$ cat src/rtl/pipeline_stall_ctrl_pkg.sv
// Shared OTTER definitions: opcode encodings, the NOP word and the stall FSM states.
// Also holds the operand-usage rules consumed by hazard detection.
package otter_pkg;

  typedef enum logic [6:0] {
    LUI    = 7'b0110111,
    AUIPC  = 7'b0010111,
    JAL    = 7'b1101111,
    JALR   = 7'b1100111,
    BRANCH = 7'b1100011,
    LOAD   = 7'b0000011,
    STORE  = 7'b0100011,
    OP_IMM = 7'b0010011,
    OP     = 7'b0110011,
    SYSTEM = 7'b1110011
  } opcode_t;

  typedef enum logic {RUN, STALL} stall_state_t;

  // Per-cycle control action, decoded into the five pipeline control outputs.
  typedef enum logic [1:0] {CTL_IDLE, CTL_STALL, CTL_FLUSH, CTL_FREEZE} ctl_mode_t;

  localparam logic [31:0] NOP = 32'h00000013;

  function automatic logic writes_rd(opcode_t op);
    return (op != BRANCH) && (op != STORE);
  endfunction

  function automatic logic uses_rs1(opcode_t op);
    return (op != LUI) && (op != AUIPC) && (op != JAL);
  endfunction

  function automatic logic uses_rs2(opcode_t op);
    return (op == BRANCH) || (op == STORE) || (op == OP);
  endfunction

endpackage

$ cat src/rtl/pipeline_stall_ctrl_if.sv
// Pipeline-side bundle: stage instructions in, front-end control out.
// The pipeline drives the master side; the stall controller is the slave.
interface pipeline_stall_ctrl_if;

  logic [31:0] de_ir;
  logic        de_valid;
  logic [31:0] ex_ir;
  logic        ex_valid;
  logic [31:0] mem_ir;
  logic        mem_valid;
  logic [31:0] wb_ir;
  logic        wb_valid;
  logic        br_taken;
  logic        mem_busy;
  logic        pc_write;
  logic        if_de_en;
  logic        if_de_clear;
  logic        de_ex_clear;
  logic        stalled;

  modport master (
    output de_ir, de_valid, ex_ir, ex_valid, mem_ir, mem_valid, wb_ir, wb_valid,
           br_taken, mem_busy,
    input  pc_write, if_de_en, if_de_clear, de_ex_clear, stalled
  );

  modport slave (
    input  de_ir, de_valid, ex_ir, ex_valid, mem_ir, mem_valid, wb_ir, wb_valid,
           br_taken, mem_busy,
    output pc_write, if_de_en, if_de_clear, de_ex_clear, stalled
  );

endinterface

$ cat src/rtl/pipeline_stall_ctrl_hazard_match.sv
// RAW match between one older producer instruction and the DE-stage consumer.
// x0 is never a real dependency, so a producer with rd=x0 is not a writer.
module hazard_match
  import otter_pkg::*;
(
  input  logic [31:0] prod_ir,
  input  logic        prod_valid,
  input  logic [31:0] de_ir,
  input  logic        de_valid,
  output logic        match
);

  opcode_t    prod_op;
  opcode_t    de_op;
  logic [4:0] rd;
  logic       writer;
  logic       rs1_hit;
  logic       rs2_hit;
  logic       unused_bits;

  assign prod_op = opcode_t'(prod_ir[6:0]);
  assign de_op   = opcode_t'(de_ir[6:0]);
  assign rd      = prod_ir[11:7];

  assign writer  = prod_valid && writes_rd(prod_op) && (rd != 5'd0);
  assign rs1_hit = uses_rs1(de_op) && (de_ir[19:15] == rd);
  assign rs2_hit = uses_rs2(de_op) && (de_ir[24:20] == rd);
  assign match   = de_valid && writer && (rs1_hit || rs2_hit);

  assign unused_bits = ^{prod_ir[31:12], de_ir[31:25], de_ir[14:7]};

endmodule

$ cat src/rtl/pipeline_stall_ctrl.sv
// OTTER front-end sequencer: RAW-hazard stalls, branch flushes and memory freezes,
// plus a saturating count of hazard-stall cycles.
module pipeline_stall_ctrl
  import otter_pkg::*;
#(
  parameter int RF_BYPASS = 0,
  parameter int CNT_W     = 16
) (
  input  logic                 clk,
  input  logic                 rst,
  pipeline_stall_ctrl_if.slave bus,
  output logic [CNT_W-1:0]     stall_cycles
);

  // A write-through register file hides one cycle of every producer's distance.
  localparam logic [1:0] N_EX  = 2'(3 - RF_BYPASS);
  localparam logic [1:0] N_MEM = 2'(2 - RF_BYPASS);
  localparam logic [1:0] N_WB  = 2'(1 - RF_BYPASS);

  logic         ex_hit;
  logic         mem_hit;
  logic         wb_hit;
  logic [1:0]   n_req;
  stall_state_t state_q;
  stall_state_t state_d;
  logic [1:0]   cnt_q;
  logic [1:0]   cnt_d;
  ctl_mode_t    mode;

  hazard_match u_ex_match (
    .prod_ir   (bus.ex_ir),
    .prod_valid(bus.ex_valid),
    .de_ir     (bus.de_ir),
    .de_valid  (bus.de_valid),
    .match     (ex_hit)
  );

  hazard_match u_mem_match (
    .prod_ir   (bus.mem_ir),
    .prod_valid(bus.mem_valid),
    .de_ir     (bus.de_ir),
    .de_valid  (bus.de_valid),
    .match     (mem_hit)
  );

  hazard_match u_wb_match (
    .prod_ir   (bus.wb_ir),
    .prod_valid(bus.wb_valid),
    .de_ir     (bus.de_ir),
    .de_valid  (bus.de_valid),
    .match     (wb_hit)
  );

  // The youngest matching producer needs the longest wait, so it takes priority.
  always_comb begin
    if (ex_hit)       n_req = N_EX;
    else if (mem_hit) n_req = N_MEM;
    else if (wb_hit)  n_req = N_WB;
    else              n_req = 2'd0;
  end

  // NOTE: every signal written here gets a default first, so no path can infer a latch.
  always_comb begin
    state_d = state_q;
    cnt_d   = cnt_q;
    mode    = CTL_IDLE;
    if (rst) begin
      state_d = RUN;
      cnt_d   = 2'd0;
    end else if (bus.mem_busy) begin
      mode = CTL_FREEZE;
    end else if (bus.br_taken) begin
      mode    = CTL_FLUSH;
      state_d = RUN;
      cnt_d   = 2'd0;
    end else begin
      unique case (state_q)
        RUN: begin
          if (n_req != 2'd0) begin
            mode = CTL_STALL;
            if (n_req > 2'd1) begin
              state_d = STALL;
              cnt_d   = n_req - 2'd1;
            end
          end
        end
        STALL: begin
          mode  = CTL_STALL;
          cnt_d = cnt_q - 2'd1;
          if (cnt_q == 2'd1) state_d = RUN;
        end
        default: state_d = RUN;
      endcase
    end
  end

  always_comb begin
    bus.pc_write    = 1'b1;
    bus.if_de_en    = 1'b1;
    bus.if_de_clear = 1'b0;
    bus.de_ex_clear = 1'b0;
    bus.stalled     = 1'b0;
    unique case (mode)
      CTL_STALL: begin
        bus.pc_write    = 1'b0;
        bus.if_de_en    = 1'b0;
        bus.de_ex_clear = 1'b1;
        bus.stalled     = 1'b1;
      end
      CTL_FLUSH: begin
        bus.if_de_clear = 1'b1;
        bus.de_ex_clear = 1'b1;
      end
      CTL_FREEZE: begin
        bus.pc_write = 1'b0;
        bus.if_de_en = 1'b0;
      end
      default: ;
    endcase
  end

  // NOTE: sequential state uses non-blocking assignments so all registers sample together.
  always_ff @(posedge clk or posedge rst) begin
    if (rst) begin
      state_q <= RUN;
      cnt_q   <= 2'd0;
    end else begin
      state_q <= state_d;
      cnt_q   <= cnt_d;
    end
  end

  always_ff @(posedge clk or posedge rst) begin
    if (rst) begin
      stall_cycles <= '0;
    end else if (bus.stalled && (stall_cycles != '1)) begin
      stall_cycles <= stall_cycles + CNT_W'(1);
    end
  end

endmodule
$ cat src/flat_wrapper.sv
// flat-port wrapper written by rule: the top's interface ports become plain ports
module pipeline_stall_ctrl_flat import otter_pkg::*;
#(
  parameter int RF_BYPASS = 0,
  parameter int CNT_W     = 16
)
  (clk, rst, stall_cycles, bus_de_ir, bus_de_valid, bus_ex_ir, bus_ex_valid, bus_mem_ir, bus_mem_valid, bus_wb_ir, bus_wb_valid, bus_br_taken, bus_mem_busy, bus_pc_write, bus_if_de_en, bus_if_de_clear, bus_de_ex_clear, bus_stalled);
  pipeline_stall_ctrl_if bus_i ();
  input  logic clk;
  input  logic rst;
  output logic [CNT_W-1:0] stall_cycles;
  input wire logic [$bits(bus_i.de_ir)-1:0] bus_de_ir;
  input wire logic [$bits(bus_i.de_valid)-1:0] bus_de_valid;
  input wire logic [$bits(bus_i.ex_ir)-1:0] bus_ex_ir;
  input wire logic [$bits(bus_i.ex_valid)-1:0] bus_ex_valid;
  input wire logic [$bits(bus_i.mem_ir)-1:0] bus_mem_ir;
  input wire logic [$bits(bus_i.mem_valid)-1:0] bus_mem_valid;
  input wire logic [$bits(bus_i.wb_ir)-1:0] bus_wb_ir;
  input wire logic [$bits(bus_i.wb_valid)-1:0] bus_wb_valid;
  input wire logic [$bits(bus_i.br_taken)-1:0] bus_br_taken;
  input wire logic [$bits(bus_i.mem_busy)-1:0] bus_mem_busy;
  output wire logic [$bits(bus_i.pc_write)-1:0] bus_pc_write;
  output wire logic [$bits(bus_i.if_de_en)-1:0] bus_if_de_en;
  output wire logic [$bits(bus_i.if_de_clear)-1:0] bus_if_de_clear;
  output wire logic [$bits(bus_i.de_ex_clear)-1:0] bus_de_ex_clear;
  output wire logic [$bits(bus_i.stalled)-1:0] bus_stalled;
  assign bus_i.de_ir = bus_de_ir;
  assign bus_i.de_valid = bus_de_valid;
  assign bus_i.ex_ir = bus_ex_ir;
  assign bus_i.ex_valid = bus_ex_valid;
  assign bus_i.mem_ir = bus_mem_ir;
  assign bus_i.mem_valid = bus_mem_valid;
  assign bus_i.wb_ir = bus_wb_ir;
  assign bus_i.wb_valid = bus_wb_valid;
  assign bus_i.br_taken = bus_br_taken;
  assign bus_i.mem_busy = bus_mem_busy;
  assign bus_pc_write = bus_i.pc_write;
  assign bus_if_de_en = bus_i.if_de_en;
  assign bus_if_de_clear = bus_i.if_de_clear;
  assign bus_de_ex_clear = bus_i.de_ex_clear;
  assign bus_stalled = bus_i.stalled;
  pipeline_stall_ctrl #(.RF_BYPASS(RF_BYPASS), .CNT_W(CNT_W)) u_core (.clk(clk), .rst(rst), .bus(bus_i), .stall_cycles(stall_cycles));
endmodule
$ cat config.mk
export PLATFORM = sky130hd
export DESIGN_NAME = pipeline_stall_ctrl_flat
export DESIGN_NICKNAME = d
export VERILOG_FILES = /design/src/rtl/pipeline_stall_ctrl_pkg.sv /design/src/rtl/pipeline_stall_ctrl_if.sv /design/src/rtl/pipeline_stall_ctrl_hazard_match.sv /design/src/rtl/pipeline_stall_ctrl.sv /design/src/flat_wrapper.sv
export SDC_FILE = /design/constraint.sdc
export NUM_CORES = 1
export LEC_CHECK = 0
export ABC_AREA = 1
export ABC_CLOCK_PERIOD_IN_PS = 3650
export CELL_PAD_IN_SITES_DETAIL_PLACEMENT = 1
export CELL_PAD_IN_SITES_GLOBAL_PLACEMENT = 2
export CORE_UTILIZATION = 28
export DETAILED_ROUTE_END_ITERATION = 8
export DONT_BUFFER_PORTS = 1
export PLACE_DENSITY = 0.83
export SETUP_SLACK_MARGIN = 0.5
export SLEW_MARGIN = 20
export SYNTH_ARGS = -nofsm -noshare
export SYNTH_HDL_FRONTEND = slang
export SYNTH_HIERARCHICAL = 1
export SYNTH_SLANG_ARGS = --single-unit
$ cat constraint.sdc
create_clock -name clk -period 3.65 [get_ports clk]
set_input_delay 0.9125 -clock clk [delete_from_list [all_inputs] [get_ports clk]]
set_output_delay 0.9125 -clock clk [all_outputs]
set_load 0.005 [all_outputs]
==> impl_metrics.json, run 1 <==
{
  "outcome": "completed",
  "die_h_um": 90.7,
  "fmax_mhz": 301,
  "root_buffer": "clkbuf_8",
  "crit_path_start_kind": "primary input",
  "arrival_ps": 2410,
  "holdCritStartpoint": "u_core/cnt_q[1]",
  "diodes": 0,
  "port_buffers": 0,
  "dieArea_um2": 8220,
  "ys_seq_elements": 19,
  "wl_per_cell_um": 12.8,
  "final_cell_mix": "nand2_1 (148), inv_1 (52), nor2_1 (47)",
  "hold_path_depth": 2,
  "syn_area_um2": 2200,
  "drv_cap": 0,
  "yosys-mux-area-fraction_pct": 0,
  "drt-initial-drc-count": 54,
  "critPathRequiredTime_ps": 2740,
  "synth-simple-area-share_pct": 56.3,
  "holdWs_ps": 497,
  "initial_utilization_pct": 29.7,
  "layout-drive-gt1-share_pct": 20.8,
  "rrSetupSlack_ps": 1800,
  "overflow": 0,
  "fin_worst_skew_ps": 1.29,
  "grt_pass1_wl_um": 10600,
  "cellLeakagePower_uw": 0.00137,
  "drt-total-wl_um": 6430,
  "fin_crit_ps": 3330,
  "yosysWarningCount": 6,
  "synthCells": 392,
  "total_power_uw": 609,
  "path_max_fanout": 6,
  "ys_seq_area_share_pct": 21.6,
  "gp_congestion": 0.740,
  "layout_commonest_cell": "nand2_1",
  "netlist.area_leader.share_pct": 27.8,
  "p_sw_uw": 222,
  "dp_hpwl_um": 5240,
  "timing.rr.end": "u_core/stall_cycles[14]",
  "peakVddDrop_mv": 0.102,
  "track_usage_pct": 15.7,
  "avgViaCountPerCell": 4.55,
  "pre_cts_slack_ps": 224,
  "synth_top_family_by_area": "simple AND/OR/NAND/NOR gates",
  "cts_max_level": 1,
  "crit_slowest_cell": "a21oi_2",
  "die_w_um": 90.7,
  "cts_tree": "built",
  "worstSetupPathType": "primary input to output port",
  "clock_path_buffers": 2,
  "power_frac_seq_pct": 44.6,
  "timing.rr.start": "u_core/state_q",
  "clk_pin_slew_ps": 70,
  "fin_util_pct": 35.6,
  "rows": 31,
  "r2r_cells": 13,
  "critPathMaxStageDelay_ps": 200,
  "antenna_left": 0,
  "setup_ws_ps": 324,
  "pin_count": 157,
  "fillers": 990,
  "power_per_cell_area_nw_per_um2": 231,
  "antenna_found_initial": 0,
  "synth_compound_area_share_pct": 2.73,
  "setup_viol": 0,
  "dr.pass1.iters": 4,
  "fin_crit_sh_pct": 91.1,
  "core-area_um2": 7410,
  "p_comb_share_pct": 30.5,
  "crit_chain": "inv_8 > nand2_2 > nand2_2 > nor2_4 > nand2_1 > nor2_2 > nor2_2 > nor2_2 > inv_1 > a21oi_2 > ha_4 > nand2_4 > nand2_4 > nand2_4 > buf_12 > ha_4",
  "slew_headroom_pct": 71.8,
  "fin_nets": 546,
  "synth_area_leaders": "nand2_1 (28%), dfrtp_1 (22%), inv_1 (10%)",
  "grt_max_degree": 20,
  "synthAdderAreaFrac_pct": 2.84,
  "rsz0062_at_grt": "yes",
  "min_path_type": "register to register",
  "synth_top_area_cell": "nand2_1",
  "switching_share_pct": 36.5,
  "power.internal_uw": 387,
  "drc": 0,
  "first_global_vias": 2264,
  "synth.distinct_cells": 26,
  "tns_ps": 0,
  "clk_latency_ps": 260,
  "finalHoldViolCount": 0,
  "crit_path_end_kind": "output port",
  "drv_slew": 0,
  "syn_nets": 533,
  "cts_buffers": 3,
  "p_clk_share_pct": 24.9,
  "tightestPinTransition_ps": 418,
  "synth_xor_area_share_pct": 4.77,
  "num_vias": 2291,
  "whs_endpoint": "u_core/cnt_q[1]",
  "clock-sinks": 19,
  "syn_avg_cell_area_um2": 5.62,
  "syn_to_final_growth_pct": 19.7
}
## power by group through the flow
| stage | registers [µW] | logic [µW] | clock network [µW] |
|---|---|---|---|
| floorplan | 266 | 132 | 0 |
| global placement | 276 | 153 | 0 |
| detailed placement | 276 | 158 | 0 |
| CTS | 272 | 170 | 160 |
| global route | 276 | 214 | 165 |
| finish | 271 | 186 | 151 |
## stage by stage
step | instance area [µm²] | instances
after floorplan | 2210 | 392
after global placement | 2330 | 491
after detailed placement | 2330 | 491
after CTS | 2480 | 500
after global routing | 2640 | 503
final | 2640 | 503
## how the worst max path moves through the flow
stage              startpoint         endpoint  slack [ps]  depth (start not counted)
2_1_floorplan    bus_de_ir[2]  bus_de_ex_clear         470                         15
3_3_place_gp   bus_mem_ir[10]  bus_de_ex_clear         260                         17
3_5_place_dp   bus_mem_ir[11]  bus_de_ex_clear         220                         17
4_1_cts         bus_de_ir[18]  bus_de_ex_clear         300                         17
5_1_grt         bus_de_ir[24]  bus_de_ex_clear         190                         17
6_report        bus_de_ir[18]      bus_stalled         320                         16
## worst max-delay path: cells and delay by family
kind,cells,cell delay (ps)
adder cells (fa/ha/maj),2,350
AND/OR/NAND/NOR,10,750
AO/OA/AOI/OAI,1,200
buffers and inverters,3,190
## layer usage
| layer | up-vias | track usage, % | wire (µm) |
|---|---|---|---|
| met4 | 0 | 1.61 | 25 |
| met5 | - | 0 | 0 |
| met3 | 2 | 4.29 | 361 |
| met1 | 1035 | 19.5 | 2970 |
| li1 | 1205 | - | - |
| met2 | 49 | 27.5 | 3070 |
## flip-flops by register name, summed over array words and instances, names as in the netlist
name	count
u_core/state_q	1
u_core/cnt_q	2
u_core/stall_cycles	16
## final cells by class
cell class | count | area, µm² | area share (%)
Multi-Input combinational cell | 305 | 1620 | 61.4
Sequential cell | 19 | 475 | 18.0
Inverter | 67 | 287 | 10.9
Tap cell | 99 | 124 | 4.70
Timing Repair Buffer | 9 | 83.8 | 3.18
Clock buffer | 3 | 41.3 | 1.57
Clock inverter | 1 | 5.00 | 0.190
## cells by family (layout without fill, tap and decap cells)
logic type | Yosys count | count (layout)
simple gates | 277 | 277
compound gates | 11 | 11
fa+ha+maj | 5 | 5
xor+xnor | 12 | 12
buf+inv | 68 | 80
flops | 19 | 19
## synthesized netlist by cell type
library cell	number
nand3_2	3
dfrtp_1	19
nand3b_1	3
inv_2	7
a21oi_1	1
nand2_4	2
o211ai_1	1
o21bai_1	1
xnor2_1	10
nor2_8	1
nand3b_2	1
nor3_1	4
buf_4	1
nor2_1	58
nand2_2	7
o21ai_0	7
nand3_1	15
nor2_4	5
nand4_4	1
xor2_1	2
inv_1	60
nand4_1	9
o21ai_1	1
nand2_1	163
nor2_2	5
ha_1	5
## what timing repair did
item,CTS,global route
hold buffers,0,0
resized for setup,26,36
pin swaps,15,17
endpoints found under the setup margin,5,8
setup buffers,5,3
gates cloned,0,0
Note: power is estimated with default switching activity, not from simulation.
==> inputs of run 2 (changes only) <==
HOLD_SLACK_MARGIN = 0.05   (was unset)
==> results of run 2 <==
Final layout, timing and power as in run 1 (identical DEF).
==> inputs of run 3 (changes only) <==
ABC_CLOCK_PERIOD_IN_PS = unset   (was 3650)
==> results of run 3 <==
Final layout, timing and power as in run 1 (identical DEF).
